**config.mk**
```make
export PLATFORM = sky130hd
export DESIGN_NAME = spad_frame_packer
export DESIGN_NICKNAME = d
export VERILOG_FILES = /design/src/rtl/spad_frame_packer.sv
export SDC_FILE = /design/constraint.sdc
export NUM_CORES = 1
export LEC_CHECK = 0
export CORE_UTILIZATION = 30
export CTS_CLUSTER_DIAMETER = 50
export CTS_CLUSTER_SIZE = 24
export DETAILED_ROUTE_END_ITERATION = 10
export HOLD_SLACK_MARGIN = 0.05
export PLACE_DENSITY_LB_ADDON = 0.1
export SKIP_CTS_REPAIR_TIMING = 1
export SYNTH_ARGS = -nofsm -noshare
export SYNTH_HDL_FRONTEND = slang
export SYNTH_SLANG_ARGS = --single-unit
```
**constraint.sdc**
```tcl
create_clock -name clk -period 14.2 [get_ports clk]
set_input_delay 2.84 -clock clk [delete_from_list [all_inputs] [get_ports clk]]
set_output_delay 2.84 -clock clk [all_outputs]
set_load 0.02 [all_outputs]
```
**src/rtl/spad_frame_packer.sv**
```systemverilog
// Packs SPAD pixel bytes from the frame controller's read window into 32-bit words
// and streams one AXI-Stream packet per frame: FrameId header, data words, tlast.
module spad_frame_packer #(
    parameter int DATA_LATENCY      = 1,
    parameter int SAMPLES_PER_FRAME = 1024,
    parameter int FIFO_DEPTH        = 16
) (
    input  logic        clk,
    input  logic        reset,
    input  logic        ReadEnable,
    input  logic [2:0]  RowSelect,
    input  logic [5:0]  ColSelect,
    input  logic        HighLowRows,
    input  logic [31:0] FrameId,
    input  logic [7:0]  SpadData,
    output logic [31:0] m_axis_tdata,
    output logic        m_axis_tvalid,
    input  logic        m_axis_tready,
    output logic        m_axis_tlast,
    output logic        m_axis_tuser,
    output logic [15:0] FramesSent,
    output logic [15:0] DroppedWords
);

    localparam int CW = $clog2(SAMPLES_PER_FRAME);
    localparam int AW = $clog2(FIFO_DEPTH);
    localparam logic [CW-1:0] LAST_IDX = CW'(SAMPLES_PER_FRAME - 1);
    localparam logic [AW:0]   DEPTH    = (AW+1)'(FIFO_DEPTH);

    logic [DATA_LATENCY-1:0]       re_pipe_q;
    logic [DATA_LATENCY-1:0][9:0]  addr_pipe_q;
    logic [DATA_LATENCY-1:0][31:0] fid_pipe_q;

    logic [CW-1:0] cnt_q, cnt_d;
    logic [31:0]   word_q, word_d;
    logic          corrupt_q, corrupt_d;
    logic          pend_q, pend_d;
    logic [31:0]   pend_fid_q, pend_fid_d;
    logic [15:0]   frames_q, frames_d;
    logic [15:0]   dropped_q, dropped_d;
    logic [AW-1:0] wr_ptr_q, rd_ptr_q;
    logic [AW:0]   count_q;
    logic [33:0]   mem_q [FIFO_DEPTH];

    logic          sample_v, frame_start;
    logic [9:0]    addr_dly;
    logic [31:0]   fid_dly;
    logic          wr_en, wr_last, wr_user, admit, push, pop;
    logic [31:0]   wr_data;
    logic [33:0]   head;

    // Address, strobe and FrameId are delayed so they line up with SpadData.
    always_ff @(posedge clk or posedge reset) begin
        if (reset) begin
            re_pipe_q   <= '0;
            addr_pipe_q <= '0;
            fid_pipe_q  <= '0;
        end else begin
            re_pipe_q[0]   <= ReadEnable;
            addr_pipe_q[0] <= {HighLowRows, RowSelect, ColSelect};
            fid_pipe_q[0]  <= FrameId;
            for (int i = 1; i < DATA_LATENCY; i++) begin
                re_pipe_q[i]   <= re_pipe_q[i-1];
                addr_pipe_q[i] <= addr_pipe_q[i-1];
                fid_pipe_q[i]  <= fid_pipe_q[i-1];
            end
        end
    end

    assign sample_v    = re_pipe_q[DATA_LATENCY-1];
    assign addr_dly    = addr_pipe_q[DATA_LATENCY-1];
    assign fid_dly     = fid_pipe_q[DATA_LATENCY-1];
    assign frame_start = (addr_dly == 10'd0);

    always_comb begin
        cnt_d      = cnt_q;
        word_d     = word_q;
        corrupt_d  = corrupt_q;
        pend_d     = pend_q;
        pend_fid_d = pend_fid_q;
        wr_en      = 1'b0;
        wr_data    = 32'd0;
        wr_last    = 1'b0;
        wr_user    = 1'b0;

        // Header deferred by a truncation flush goes out one cycle later.
        if (pend_q) begin
            wr_en   = 1'b1;
            wr_data = pend_fid_q;
            pend_d  = 1'b0;
        end

        if (sample_v) begin
            if (frame_start) begin
                if (cnt_q != '0) begin
                    wr_en      = 1'b1;
                    wr_data    = word_q;
                    wr_last    = 1'b1;
                    wr_user    = 1'b1;
                    pend_d     = 1'b1;
                    pend_fid_d = fid_dly;
                    corrupt_d  = 1'b0;
                end else begin
                    wr_en   = 1'b1;
                    wr_data = fid_dly;
                end
                word_d = {24'd0, SpadData};
                cnt_d  = CW'(1);
            end else if (cnt_q != '0) begin
                word_d[{cnt_q[1:0], 3'b000} +: 8] = SpadData;
                cnt_d = cnt_q + CW'(1);
                if (cnt_q[1:0] == 2'd3) begin
                    wr_en   = 1'b1;
                    wr_data = word_d;
                    word_d  = 32'd0;
                    if (cnt_q == LAST_IDX) begin
                        wr_last   = 1'b1;
                        wr_user   = corrupt_q;
                        cnt_d     = '0;
                        corrupt_d = 1'b0;
                    end
                end
            end
        end

        // One slot is kept in reserve so a frame's tlast word can always land.
        admit = wr_last ? (count_q != DEPTH) : (count_q <= DEPTH - (AW+1)'(2));
        push  = wr_en & admit;
        if (wr_en && !admit && !wr_last) begin
            corrupt_d = 1'b1;
        end

        frames_d  = frames_q + {15'd0, push & wr_last};
        dropped_d = dropped_q;
        if (wr_en && !admit && dropped_q != 16'hFFFF) begin
            dropped_d = dropped_q + 16'd1;
        end
    end

    assign pop = (count_q != '0) & m_axis_tready;

    always_ff @(posedge clk or posedge reset) begin
        if (reset) begin
            cnt_q      <= '0;
            word_q     <= '0;
            corrupt_q  <= 1'b0;
            pend_q     <= 1'b0;
            pend_fid_q <= '0;
            frames_q   <= '0;
            dropped_q  <= '0;
            wr_ptr_q   <= '0;
            rd_ptr_q   <= '0;
            count_q    <= '0;
        end else begin
            cnt_q      <= cnt_d;
            word_q     <= word_d;
            corrupt_q  <= corrupt_d;
            pend_q     <= pend_d;
            pend_fid_q <= pend_fid_d;
            frames_q   <= frames_d;
            dropped_q  <= dropped_d;
            if (push) wr_ptr_q <= wr_ptr_q + AW'(1);
            if (pop)  rd_ptr_q <= rd_ptr_q + AW'(1);
            count_q <= count_q + {{AW{1'b0}}, push} - {{AW{1'b0}}, pop};
        end
    end

    always_ff @(posedge clk) begin
        if (push) mem_q[wr_ptr_q] <= {wr_user, wr_last, wr_data};
    end

    assign head          = mem_q[rd_ptr_q];
    assign m_axis_tvalid = (count_q != '0);
    assign m_axis_tdata  = m_axis_tvalid ? head[31:0] : 32'd0;
    assign m_axis_tlast  = m_axis_tvalid & head[32];
    assign m_axis_tuser  = m_axis_tvalid & head[33];
    assign FramesSent    = frames_q;
    assign DroppedWords  = dropped_q;

endmodule
```
# Word level (Yosys, flattened, before mapping)
# Memories as Yosys holds them, arrays and structs flattened.
# Cells that the tools add are included.
# word_totals
ramBits	544
word_cells	93
n_memories	1
rom_bits	0
reg_bits	164
latchBits	0
# memory_table
name	depth	width	rd	rd_clocked_by_memory_dff	write_ports	line	source
mem_q	16	34	1	0	1	43	logic [33:0] mem_q [FIFO_DEPTH];
# classes
div_mod_pow	0
order_cmp	1
reduce_logical	16
shifts	2
n_mux	43
mul	0
eq_ne	4
n_addsub	8
n_bitwise	5
# ops
operator	n
32-bit 2-to-1 mux	10
10-bit 2-to-1 mux	4
32-bit bitwise mux	1
8-bit by 7-bit variable shift with 32-bit output (first input constant)	1
8-bit by 7-bit variable part select with 32-bit output	1
1-bit 2-to-1 mux	28
16-bit by 1-bit adder with 16-bit output	1
16-bit by 1-bit adder with 16-bit output (second input constant)	1
16-bit != test (second input constant)	1
10-bit by 1-bit adder with 10-bit output (second input constant)	1
10-bit == test (second input constant)	1
10-bit logical NOT	1
10-bit nonzero test	1
4-bit by 1-bit adder with 4-bit output (second input constant)	2
5-bit negator with 7-bit output	1
2-bit nonzero test	3
3-bit nonzero test	2
5-bit by 1-bit adder with 5-bit output	1
1-bit bitwise AND	5
5-bit by 4-bit less-or-equal comparator with 1-bit output (second input constant)	1
5-bit != test (second input constant)	1
5-bit nonzero test	1
5-bit by 1-bit subtractor with 5-bit output	1
4-bit AND reduction	1
5 further kinds	8

# Longest topological paths before layout
# logic_depth
word_depth	12
mapped_depth	19

# Worst setup path before layout
# Ideal clock, no wire load.
# synth_timing
path_kind	flip-flop to output port
startpoint	reg rd_ptr_q[0]
endpoint	out m_axis_tdata[13]
t_arrival_ps	2129
path_buffers	3
required_ps	11360
path_stages_with_launch	7
slack_ps	9231
cell_sequence	dfrtp_1 > clkbuf_1 > buf_6 > buf_2 > mux4_2 > mux4_2 > and2_1
# synth_between
elab_chain_cells	2
# synth_lines
item	line	source
start: declaration	41	logic [AW-1:0] wr_ptr_q, rd_ptr_q;
start signal: assignment	163	if (pop) rd_ptr_q <= rd_ptr_q + AW'(1);
memory 16 x 34 bit	-	
32-bit 2-to-1 mux	174	assign m_axis_tdata = m_axis_tvalid ? head[31:0] : 32'd0;
end: declaration	16	output logic [31:0] m_axis_tdata,
# No other way between the ends.

# Final worst setup path
# layout_timing
startpoint	reg rd_ptr_q[0]
endpoint	out m_axis_tdata[31]
# Same word-level chain as after synthesis.

==> impl_metrics.json <==
{
  "status": "finished clean",
  "drc": 0,
  "period_minus_slack_ps": 7610,
  "async_reset_ff_frac": 0.232,
  "dpl.hpwl_um": 39200,
  "grt_pass1_wl_um": 109000,
  "syn_area_um2": 28400,
  "drive_gt1_frac": 0.253,
  "drtPass1Iterations": 7,
  "slowest_stage": "dfrtp_4",
  "relSlewSlack": 0.100,
  "grt_pass1_vias": 15900,
  "power_w": 0.00608,
  "maxCapViolCount": 0,
  "vias_per_cell": 4.88,
  "wl_per_cell_um": 24.7,
  "gr-usage-all-layers": 0.158,
  "fin_crit_sh": 0.536,
  "avgSynthCellArea_um2": 18.8,
  "synth_common_cells": "edfxtp_1 (544), mux4_2 (170), dfrtp_1 (164)",
  "worstSkewPairLatency_ps": 640,
  "required_ps": 11360,
  "ys.flop_type": "edfxtp_1",
  "tightest_slew_ps": 1340,
  "path_clk_slew_ps": 60,
  "startpoint_type": "flop",
  "synth_edf_count": 544,
  "crit_path_end_kind": "output pin",
  "clock_skew_ps": 25.5,
  "synth_seq_cells": 708,
  "cts-root-buf": "clkbuf_16",
  "drtAntennaViolNets": 0,
  "cts.sinks": 708,
  "numPlacedInstances": 2848,
  "whs_ps": 484,
  "crit_chain": "buf_4 -> buf_4 -> mux4_2 -> mux4_2 -> and2_1 -> clkdlybuf4s50_1",
  "synth_nets": 1588,
  "die_h_um": 309,
  "drt_iter0_drc": 1134,
  "synth_top_area_frac": 0.576,
  "p_leak_nw": 11.3,
  "antenna_found_initial": 3,
  "hp-class": "reg -> reg",
  "die_w_um": 309,
  "antennaDiodeCount": 0,
  "dieArea_um2": 95800,
  "grt_max_degree": 65,
  "crit_path_max_fanout": 35,
  "synth_top_area_cell": "edfxtp_1",
  "clock.fmax_mhz": 131,
  "finalNonFillerCells": 3007,
  "cts_tree": "yes",
  "area_growth_pct": 20.3,
  "yosys_warnings": 0,
  "final_max_slew_viol_count": 0,
  "synth_area_leaders": "edfxtp_1 (58%), dfrtp_1 (14%), mux4_2 (13%)",
  "hold_viol": 0,
  "synth.most_common_cell": "edfxtp_1",
  "nNetsFinal": 1759,
  "grt_setup_unrepaired": "no",
  "num_vias": 14700,
  "critical-path-max-stage-delay_ps": 840,
  "ys_seq_area_frac": 0.721,
  "grt_overflow_total": 0,
  "tns_ps": 0,
  "initial_core_util": 0.303,
  "crit_family": "buffers and inverters",
  "h-tree-depth": 3,
  "power_density_nw_per_um2": 178,
  "crit_buf_inv": 3,
  "pin_count": 121,
  "stdcell_area_um2": 34100,
  "path_class": "reg -> out",
  "cp.arrival_ps": 4770,
  "core-area_um2": 93500,
  "clockBufferDepth": 3,
  "cts_buffers": 85,
  "synth_cell_types": 60,
  "rows": 112,
  "synthCells": 1510,
  "vdd_ir_drop_max_mv": 0.118,
  "port_buffers": 120,
  "routed_wl_um": 74300,
  "dpl_cell_area_um2": 31200,
  "setup_violations": 0,
  "gp_congestion": 0.742
}
layout by cell type, fill, tap and decap left out, drive strengths merged, types with 6 or more instances in the layout:
cell           count
inv               46
clkdlybuf4s50    120
nor4               9
mux2              37
nand4             10
clkinv            31
clkbuf            92
nor3              13
clkinvlp           6
a22o              16
a221oi            21
xor2              19
ha                23
nand3             24
o21ai             46
xnor2             17
dfrtp            164
and2              49
mux4             170
a222oi             7
buf               41
edfxtp           544
and3              21
nand2             70
a21oi             38
nor2              42
nor2b             26
registers in the layout, summed over array words and instances (netlist names):
signal	flops
re_pipe_q	1
FramesSent	16
fid_dly	32
mem_q	544
pend_q	1
word_q	32
DroppedWords	16
corrupt_q	1
rd_ptr_q	4
count_q	5
pend_fid_q	32
cnt_q	10
wr_ptr_q	4
addr_dly	10
metal layers:
layer | vias to the layer above | wire length [µm] | global-route usage
met3 | 89 | 2810 | 0.0245
met5 | - | 0 | 0
met4 | 0 | 1360 | 0.0423
li1 | 6413 | - | -
met1 | 7892 | 34200 | 0.219
met2 | 289 | 36000 | 0.258
worst paths after layout:
path,startpoint,end,slack [ps],cells after the start
worst max-delay path,rd_ptr_q[0],m_axis_tdata[31],6590,6
max in group asynchronous,reset,rd_ptr_q[1],9700,4
min in group asynchronous,reset,fid_dly[15],2670,2
worst min-delay path,FramesSent[15],FramesSent[15],480,1
worst min register to register,FramesSent[15],FramesSent[15],480,1
worst max register to register,addr_dly[5],mem_q[7][19],9690,6
cells by family after synthesis:
family,after synthesis,share of synthesized area
flip-flops,708,0.721
AND/OR/NAND/NOR,282,0.0549
multiplexers,208,0.150
AO/OA/AOI/OAI,154,0.0366
XOR/XNOR,36,0.0111
buffers and inverters,98,0.0154
adder cells (fa/ha/maj),24,0.0109
stage by stage:
stage	setup slack (ps)	utilization
after floorplan	6930	-
after global placement	7090	0.334
after detailed placement	7080	0.334
after CTS	6370	0.365
after global routing	6180	0.365
final	6590	0.365
final cells by class:
class | instances | area (µm²)
Multi-Input combinational cell | 704 | 7570
Sequential cell | 708 | 20500
Timing Repair Buffer | 161 | 1510
Tap cell | 1254 | 1570
Inverter | 21 | 83.8
Clock buffer | 92 | 2180
Fill cell | 8697 | 59300
Clock inverter | 67 | 751
where the power goes:
| group | internal (W) | total, W | switching, W |
|---|---|---|---|
| Sequential | 0.00230 | 0.00245 | 0.000153 |
| Combinational | 0.000701 | 0.00140 | 0.000700 |
| Clock | 0.00126 | 0.00223 | 0.000970 |
| Total | 0.00426 | 0.00608 | 0.00182 |
(Power assumes the default switching activity.)
